<file path="src/rtl/seg7_scan_decoder_if.sv">
// -----------------------------------------------------------------------------
// seg7_scan_decoder_if
// Bundles the sniffed 7-segment display bus together with the decoded results.
//   an[3:0]      anode strobes, active-low, an[0] = least significant digit
//   seg[6:0]     segment lines, active-low, seg[0] = a ... seg[6] = g
//   value[15:0]  last complete frame, digit k in value[4k+3:4k]
//   frame_valid  one-cycle pulse when value updates
//   digit_ok[3:0] per-digit "last capture was a legal hex glyph"
//   err          one-cycle pulse on an illegal anode pattern or glyph
//   stale        level, no digit sample seen for TIMEOUT cycles
// master: whoever drives the display bus and consumes the results.
// slave : the decoder itself.
// -----------------------------------------------------------------------------
interface seg7_scan_decoder_if;
    logic [3:0]  an;
    logic [6:0]  seg;
    logic [15:0] value;
    logic        frame_valid;
    logic [3:0]  digit_ok;
    logic        err;
    logic        stale;

    modport master (
        output an, seg,
        input  value, frame_valid, digit_ok, err, stale
    );

    modport slave (
        input  an, seg,
        output value, frame_valid, digit_ok, err, stale
    );
endinterface

</file>
<file path="src/rtl/seg7_scan_decoder.sv">
// -----------------------------------------------------------------------------
// seg7_scan_decoder
// Watches a multiplexed 4-digit 7-segment display bus and rebuilds the four hex
// digits being shown. A digit is sampled once {an,seg} has been stable for
// SETTLE cycles; when all four digits have been captured the 16-bit value is
// published with a one-cycle frame_valid pulse. Illegal anode patterns and
// undecodable glyphs pulse err; a scan that stops producing samples for
// TIMEOUT cycles raises stale and discards the partial frame.
// Ports:
//   clk    system clock
//   rst_n  asynchronous active-low reset
//   bus    seg7_scan_decoder_if.slave (an/seg in, decoded results out)
// Parameters:
//   SETTLE  stable cycles required before a sample (1..15)
//   TIMEOUT cycles without a sample before stale asserts
// -----------------------------------------------------------------------------
module seg7_scan_decoder #(
    parameter int SETTLE  = 2,
    parameter int TIMEOUT = 1024
) (
    input  logic               clk,
    input  logic               rst_n,
    seg7_scan_decoder_if.slave bus
);

    localparam int CW = $clog2(SETTLE + 2);
    localparam int TW = $clog2(TIMEOUT + 1);
    localparam logic [CW-1:0] CNT_STB = CW'(SETTLE);
    localparam logic [CW-1:0] CNT_MAX = CW'(SETTLE + 1);
    localparam logic [TW-1:0] TMR_MAX = TW'(TIMEOUT);

    logic [10:0]      r_in;
    logic [CW-1:0]    cnt;
    logic [TW-1:0]    tmr;
    logic [3:0]       mask;
    logic [3:0][3:0]  shadow;
    logic [15:0]      value_q;
    logic             frame_valid_q;
    logic [3:0]       digit_ok_q;
    logic             err_q;
    logic             stale_q;

    logic             strobe;
    logic             dig_hit;
    logic             an_bad;
    logic [1:0]       dig_idx;
    logic [3:0]       dig_sel;
    logic             glyph_ok;
    logic [3:0]       glyph_nib;
    logic [3:0]       mask_nxt;
    logic [3:0][3:0]  shadow_nxt;

    // cnt saturates one above SETTLE, so cnt==SETTLE holds for exactly one
    // cycle per stable interval.
    assign strobe = (cnt == CNT_STB);

    always_comb begin
        dig_hit = 1'b1;
        an_bad  = 1'b0;
        dig_idx = 2'd0;
        case (r_in[10:7])
            4'b1110: dig_idx = 2'd0;
            4'b1101: dig_idx = 2'd1;
            4'b1011: dig_idx = 2'd2;
            4'b0111: dig_idx = 2'd3;
            4'b1111: dig_hit = 1'b0;
            default: begin
                dig_hit = 1'b0;
                an_bad  = 1'b1;
            end
        endcase
    end

    always_comb begin
        glyph_ok  = 1'b1;
        glyph_nib = 4'h0;
        case (r_in[6:0])
            7'h40: glyph_nib = 4'h0;
            7'h79: glyph_nib = 4'h1;
            7'h24: glyph_nib = 4'h2;
            7'h30: glyph_nib = 4'h3;
            7'h19: glyph_nib = 4'h4;
            7'h12: glyph_nib = 4'h5;
            7'h02: glyph_nib = 4'h6;
            7'h78: glyph_nib = 4'h7;
            7'h00: glyph_nib = 4'h8;
            7'h10: glyph_nib = 4'h9;
            7'h08: glyph_nib = 4'hA;
            7'h03: glyph_nib = 4'hB;
            7'h46: glyph_nib = 4'hC;
            7'h21: glyph_nib = 4'hD;
            7'h06: glyph_nib = 4'hE;
            7'h0E: glyph_nib = 4'hF;
            default: glyph_ok = 1'b0;
        endcase
    end

    // Shadow with the incoming nibble merged; an illegal glyph leaves the
    // previous nibble in place so a completed frame still carries it.
    always_comb begin
        dig_sel    = 4'b0001 << dig_idx;
        mask_nxt   = mask | dig_sel;
        shadow_nxt = shadow;
        if (glyph_ok)
            shadow_nxt[dig_idx] = glyph_nib;
    end

    always_ff @(posedge clk or negedge rst_n) begin
        if (!rst_n) begin
            r_in          <= 11'h7FF;
            cnt           <= '0;
            tmr           <= '0;
            mask          <= 4'b0000;
            shadow        <= '0;
            value_q       <= 16'h0000;
            frame_valid_q <= 1'b0;
            digit_ok_q    <= 4'b0000;
            err_q         <= 1'b0;
            stale_q       <= 1'b0;
        end else begin
            r_in          <= {bus.an, bus.seg};
            frame_valid_q <= 1'b0;
            err_q         <= 1'b0;

            if ({bus.an, bus.seg} != r_in)
                cnt <= '0;
            else if (cnt != CNT_MAX)
                cnt <= cnt + 1'b1;

            if (strobe) begin
                // Any sample, even blank or illegal, proves the scan is alive.
                tmr <= '0;
                if (an_bad) begin
                    err_q <= 1'b1;
                end else if (dig_hit) begin
                    shadow              <= shadow_nxt;
                    digit_ok_q[dig_idx] <= glyph_ok;
                    if (!glyph_ok)
                        err_q <= 1'b1;
                    if (mask_nxt == 4'b1111) begin
                        value_q       <= shadow_nxt;
                        frame_valid_q <= 1'b1;
                        mask          <= 4'b0000;
                        stale_q       <= 1'b0;
                    end else begin
                        mask <= mask_nxt;
                    end
                end
            end else if (tmr != TMR_MAX) begin
                tmr <= tmr + 1'b1;
                if (tmr == TMR_MAX - 1'b1) begin
                    stale_q <= 1'b1;
                    mask    <= 4'b0000;
                end
            end
        end
    end

    assign bus.value       = value_q;
    assign bus.frame_valid = frame_valid_q;
    assign bus.digit_ok    = digit_ok_q;
    assign bus.err         = err_q;
    assign bus.stale       = stale_q;

endmodule

</file>
<file path="src/flat_wrapper.sv">
// flat-port wrapper written by rule: the top's interface ports become plain ports
module seg7_scan_decoder_flat 
#(
    parameter int SETTLE  = 2,
    parameter int TIMEOUT = 1024
)
  (clk, rst_n, bus_an, bus_seg, bus_value, bus_frame_valid, bus_digit_ok, bus_err, bus_stale);
  seg7_scan_decoder_if bus_i ();
  input  logic clk;
  input  logic rst_n;
  input wire logic [$bits(bus_i.an)-1:0] bus_an;
  input wire logic [$bits(bus_i.seg)-1:0] bus_seg;
  output wire logic [$bits(bus_i.value)-1:0] bus_value;
  output wire logic [$bits(bus_i.frame_valid)-1:0] bus_frame_valid;
  output wire logic [$bits(bus_i.digit_ok)-1:0] bus_digit_ok;
  output wire logic [$bits(bus_i.err)-1:0] bus_err;
  output wire logic [$bits(bus_i.stale)-1:0] bus_stale;
  assign bus_i.an = bus_an;
  assign bus_i.seg = bus_seg;
  assign bus_value = bus_i.value;
  assign bus_frame_valid = bus_i.frame_valid;
  assign bus_digit_ok = bus_i.digit_ok;
  assign bus_err = bus_i.err;
  assign bus_stale = bus_i.stale;
  seg7_scan_decoder #(.SETTLE(SETTLE), .TIMEOUT(TIMEOUT)) u_core (.clk(clk), .rst_n(rst_n), .bus(bus_i));
endmodule
</file>
<file path="config.mk">
export PLATFORM = sky130hd
export DESIGN_NAME = seg7_scan_decoder_flat
export DESIGN_NICKNAME = d
export VERILOG_FILES = /design/src/rtl/seg7_scan_decoder_if.sv /design/src/rtl/seg7_scan_decoder.sv /design/src/flat_wrapper.sv
export SDC_FILE = /design/constraint.sdc
export NUM_CORES = 1
export LEC_CHECK = 0
export CAP_MARGIN = 10
export CORE_UTILIZATION = 56
export CTS_CLUSTER_SIZE = 14
export DETAILED_ROUTE_END_ITERATION = 8
export HOLD_SLACK_MARGIN = 0.08
export MAX_ROUTING_LAYER = met4
export PLACE_DENSITY = 0.79
export SLEW_MARGIN = 10
export SYNTH_ARGS = -nofsm -noshare
export SYNTH_HDL_FRONTEND = slang
export SYNTH_SLANG_ARGS = --single-unit
</file>
<file path="constraint.sdc">
create_clock -name clk -period 2.8 [get_ports clk]
set_input_delay 0.28 -clock clk [delete_from_list [all_inputs] [get_ports clk]]
set_output_delay 0.28 -clock clk [all_outputs]
set_load 0.005 [all_outputs]
</file>
# Word level (Yosys, flattened, before mapping)
# Index checks and enable logic that the tools add are counted.
[word_totals]
reg_bits = 67
elab_cells = 95
out_inout_bits = 23
[classes]
addsub = 2
n_mux = 35
n_shift = 1
n_lt_le_gt_ge = 2
bitwise_logic = 1
n_reduce_logical = 12
eq_ne = 29
[ops]
columns = ["operator", "n"]
rows = [
  ["$pmux 4 s15", 1],
  ["$eq 7x7->1 const B", 4],
  ["$mux 4", 7],
  ["$mux 11", 2],
  ["$eq 7x5->1 const B", 3],
  ["$eq 7x6->1 const B", 3],
  ["$eq 4x4->1 const B", 5],
  ["$mux 1", 17],
  ["$bwmux 16", 1],
  ["$mux 16", 1],
  ["$reduce_or 16->1", 1],
  ["$eq 7x2->1 const B", 2],
  ["$eq 7x4->1 const B", 2],
  ["$add 11x1->11 const B", 1],
  ["$eq 11x10->1 const B", 1],
  ["$ne 11x11->1", 1],
  ["$ne 11x11->1 const B", 1],
  ["$demux 4 s2", 1],
  ["$ne 2x2->1 const B", 4],
  ["$reduce_and 4->1", 2],
  ["$eq 7x3->1 const B", 1],
  ["$logic_not 7->1", 1],
  ["$pmux 2 s3", 1],
  ["$reduce_bool 2->1", 3],
  ["15 further kinds", 16],
]

# Logic depth before layout (Yosys ltp)
[depth]
ltp_word = 9
ltp_mapped = 10
mapped_depth_nobuf = 7

# Worst setup path after synthesis
# No wires, ideal clock.
[synth_timing]
kind = "register -> register"
from = "register u_core.r_in[0]"
to = "register u_core.shadow[14] in the netlist's numbering"
setup_ns = 0.125
synth_period_minus_slack_ns = 2.272
arrival_ns = 2.147
setup_slack_ns = 0.528
required_ns = 2.675
path_stages_with_launch = 8
path_cell_list = "dfstp_2 > clkbuf_1 > buf_2 > o22ai_1 > a32o_1 > or3_4 > nand2_2 > mux2_2"
[synth_via]
elab_chain_len = 4
elab_cells_between_ends = 21
cone_classes = "eq/ne (15); mux (4); reduce/logical (2)"
[synth_lines]
columns = ["element", "line", "rtl"]
rows = [
  ["from (decl)", "seg7_scan_decoder.sv:32", "logic [10:0] r_in;"],
  ["from (signal assigned)", "seg7_scan_decoder.sv:121", "r_in <= {bus.an, bus.seg};"],
  ["$eq 7x4->1, or another cell as far along", "seg7_scan_decoder.sv:77", "case (r_in[6:0])"],
  ["$pmux 4 s15 / $reduce_or 16->1 (equally long branches)", "n/a", ""],
  ["$bwmux 16 / $mux 1 (equally long branches)", "seg7_scan_decoder.sv:105, seg7_scan_decoder.sv:77", ""],
  ["$mux 16 *", "seg7_scan_decoder.sv:104", "if (glyph_ok)"],
  ["to (signal assigned)", "seg7_scan_decoder.sv:136", "shadow <= shadow_nxt;"],
  ["to (decl)", "seg7_scan_decoder.sv:36", "logic [3:0][3:0] shadow;"],
]
# Mark *: on every way between the ends. The rest lies on a longest branch, timed or not.
# A chain may end at the register's enable or synchronous reset.

# Final worst setup path
[layout_timing]
from = "register u_core.r_in[1]"
to = "register u_core.shadow[3] in the netlist's numbering"
# The elaborated chain is that of the path after synthesis.

==> out/results.txt <==
Clock Skew - 0.00676 ns
min-delay src - bus_seg[4]
crit path launch - u_core.r_in[1]
largest net degree at the start of global routing - 37
Net Sw Power - 548 µW
synthesized area - 3420 µm²
top cells by area, synth - dfrtp_1, dfstp_2, xor2_1
commonest non-fill, non-tap cells in the layout - dfrtp_1, nand2_1, nor2_1, clkdlybuf4s50_1
Residual DRC - 0
initial core utilization - 0.580
Num CTS Buffers - 9
mean post-synth cell area - 10.0 µm²
grt met3 use - 0.0364
gr busiest metal - met2
post-synthesis register bit count - 67
slowest CP cell - dfstp_2
RSZ-0062 raised after global routing - false
Max IR drop VDD - 0.000411 V
Post-synth top flop - dfrtp_1
Worst-Margin Slew - 0.735 ns
Warnings, synthesis - 0
register area share after synthesis - 0.495
period utilisation layout - 0.886
Flop pwr share - 0.466
Post-DP HPWL - 4950 µm
number of endpoints failing setup at the final stage - 0
number of synthesized flops with an enable pin - 0
post-CTS setup buffers - 0
Total Routing Usage GR - 0.247
Cell Int Power - 1.79 mW
post-layout minimum cycle time - 2.48 ns
Fmax achieved - 0.403 GHz
layout net count - 393
min-delay worst type - primary input to register
clock network power share - 0.452
vias per inst - 5.86
clk sink count - 67
Core Area - 5890 µm²
drt first pass iters - 4
ant diodes - 0
Die Span X - 80.1 µm
clock tree buffer depth - 2
R2R depth - 6
Hold Path End - u_core.r_in[4]
# IOs - 36
antenna viol nets, final - 0
Die Y - 80.1 µm
clock latency on the worst-skew pair - 0.35 ns
Max Slew Vio Count - 0
Crit path max-delay family - simple AND/OR/NAND/NOR gates
CP arrival - 2.71 ns
Gate power share - 0.082
clk slew on worst S/H paths - 0.07 ns
antenna violations before repair - 0
Yosys cell types - 59
WL final - 7030 µm
placer congestion estimate - 0.871
die area - 6420 µm²
GR Util met2 - 0.385
reg2reg start - u_core.r_in[1]
Syn Nets - 358
reg-to-reg slack, setup - 0.32 ns
global-route wire length before repair - 11600 µm
layout overhead on the synthesized area - 20.4%
Worst EP required - 3.03 ns
hold_ws - 0.382 ns
most common cell after layout, fill and taps aside - dfrtp_1
worst flop-to-flop path endpoint - u_core.shadow[3]
Leak - 1.79 nW
element type at the critical path end - register
vias in the first global route - 2494
total grt overflow - 0
Synth top area share - 0.410
critical path class - register to register
startpoint types - register
CP Buf/Inv Count - 0
TritonCTS clock tree - done
crit-path max FO - 14
met1 GRT Util - 0.309
PwrDens - 569 nW/µm²
Sw Ratio - 0.234
Iteration-0 DRC Markers - 137
status - complete, no violations
CTS Root Cell - clkbuf_8
Slew headroom - 0.510
average wire per standard cell - 15.4 µm
max cap viols - 0
vias - 2672
hold path depth - 1
Yosys top cell by area - dfrtp_1
I/O Buffers - 35
layout cell share with drive strength beyond 1 - 0.152
worst-path cell chain - nand2b_1 > or3_4 > a32oi_4 > nor3_4 > nor2_2 > mux2_2
Sum Neg Setup Slack - 0 ns
async set or reset register ratio after synthesis - 1.00
Post-Syn Instances - 341
# rows - 28
# H-tree levels - 3
crit-path max cell delay - 0.68 ns
final hold vios - 0
## how the worst max path moves through the flow
stage | end | cells past startpoint
CTS | u_core.shadow[3] | 6
detailed placement | u_core.shadow[8] | 6
floorplan | u_core.shadow[14] | 7
global route | u_core.bus.value[14] | 7
finish | u_core.shadow[3] | 6
global placement | u_core.shadow[0] | 6
## worst register-to-register path: stages, from the launching register on
cell and delay (ns):
dfstp_2 0.68, nand2b_1 0.13, or3_4 0.35, a32oi_4 0.42
nor3_4 0.16, nor2_2 0.26, mux2_2 0.37
## cells in the mapped netlist, types with 5 or more instances
| cell | count |
|---|---|
| dfrtp_1 | 56 |
| nand2_1 | 38 |
| nor2_1 | 34 |
| o211ai_1 | 18 |
| xor2_1 | 18 |
| o21ai_0 | 15 |
| clkbuf_1 | 13 |
| dfstp_2 | 11 |
| inv_1 | 8 |
| buf_2 | 7 |
| mux2_2 | 7 |
| nor3_1 | 7 |
| nor4_1 | 7 |
| a21oi_1 | 6 |
| nand4_1 | 6 |
| a22o_1 | 5 |
| a31oi_1 | 5 |
| nand3_1 | 5 |
## per-stage QoR
stage | cell area, µm² | power (mW) | cells | util | worst slack [ns]
after detailed placement | 3840 | 1.30 | 439 | 0.652 | 0.369
after global routing | 4110 | 2.43 | 456 | 0.699 | 0.191
after global placement | 3840 | 1.29 | 439 | 0.652 | 0.442
after CTS | 4110 | 2.35 | 456 | 0.699 | 0.341
after floorplan | 3420 | 1.22 | 341 | - | 0.528
final | 4110 | 2.34 | 456 | 0.699 | 0.320
## sequential cells by signal (all words and copies together) (netlist names)
register,cells
u_core.r_in,11
u_core.bus.digit_ok,4
u_core.cnt,2
u_core.bus.err,1
u_core.bus.stale,1
u_core.mask,4
u_core.shadow,16
u_core.tmr,11
u_core.bus.frame_valid,1
u_core.bus.value,16
## power groups by stage
| stage | sequential [mW] | clock (mW) | combinational [mW] |
|---|---|---|---|
| 4_1_cts | 1.09 | 1.07 | 0.193 |
| 5_1_grt | 1.10 | 1.11 | 0.217 |
| 6_report | 1.09 | 1.06 | 0.191 |
| 3_3_place_gp | 1.10 | 0 | 0.188 |
| 3_5_place_dp | 1.10 | 0 | 0.190 |
| 2_1_floorplan | 1.07 | 0 | 0.147 |
## cells by family (layout without fill, tap and decap cells)
group,after synthesis,in the layout,share of synthesized area
xor+xnor,22,22,0.0564
flops,67,67,0.495
mux,10,10,0.0330
compound gates,76,76,0.164
simple gates,130,130,0.194
fa+ha+maj,5,5,0.0179
buf+inv,31,71,0.0399
## timing repair
action / CTS / global route
endpoints found under the hold margin: 20 / 0
gates resized for setup: 0 / 0
hold buffers: 1 / 0
## final cells by class
cell class                 count  area (µm²)
tap                           75        93.8
multi-input combinational    243        1590
inverter                       9        33.8
clock inverter                 6         136
clock buffer                  10         128
fill                         427        1770
timing repair buffer          46         443
sequential                    67        1690
## layer usage
layer  up-vias  wire, µm
li1       1293         -
met1      1282      3120
met2        76      3420
met3        21       273
met4         0       208
met5         -         0
No activity file was read; power rests on OpenSTA's default activity.
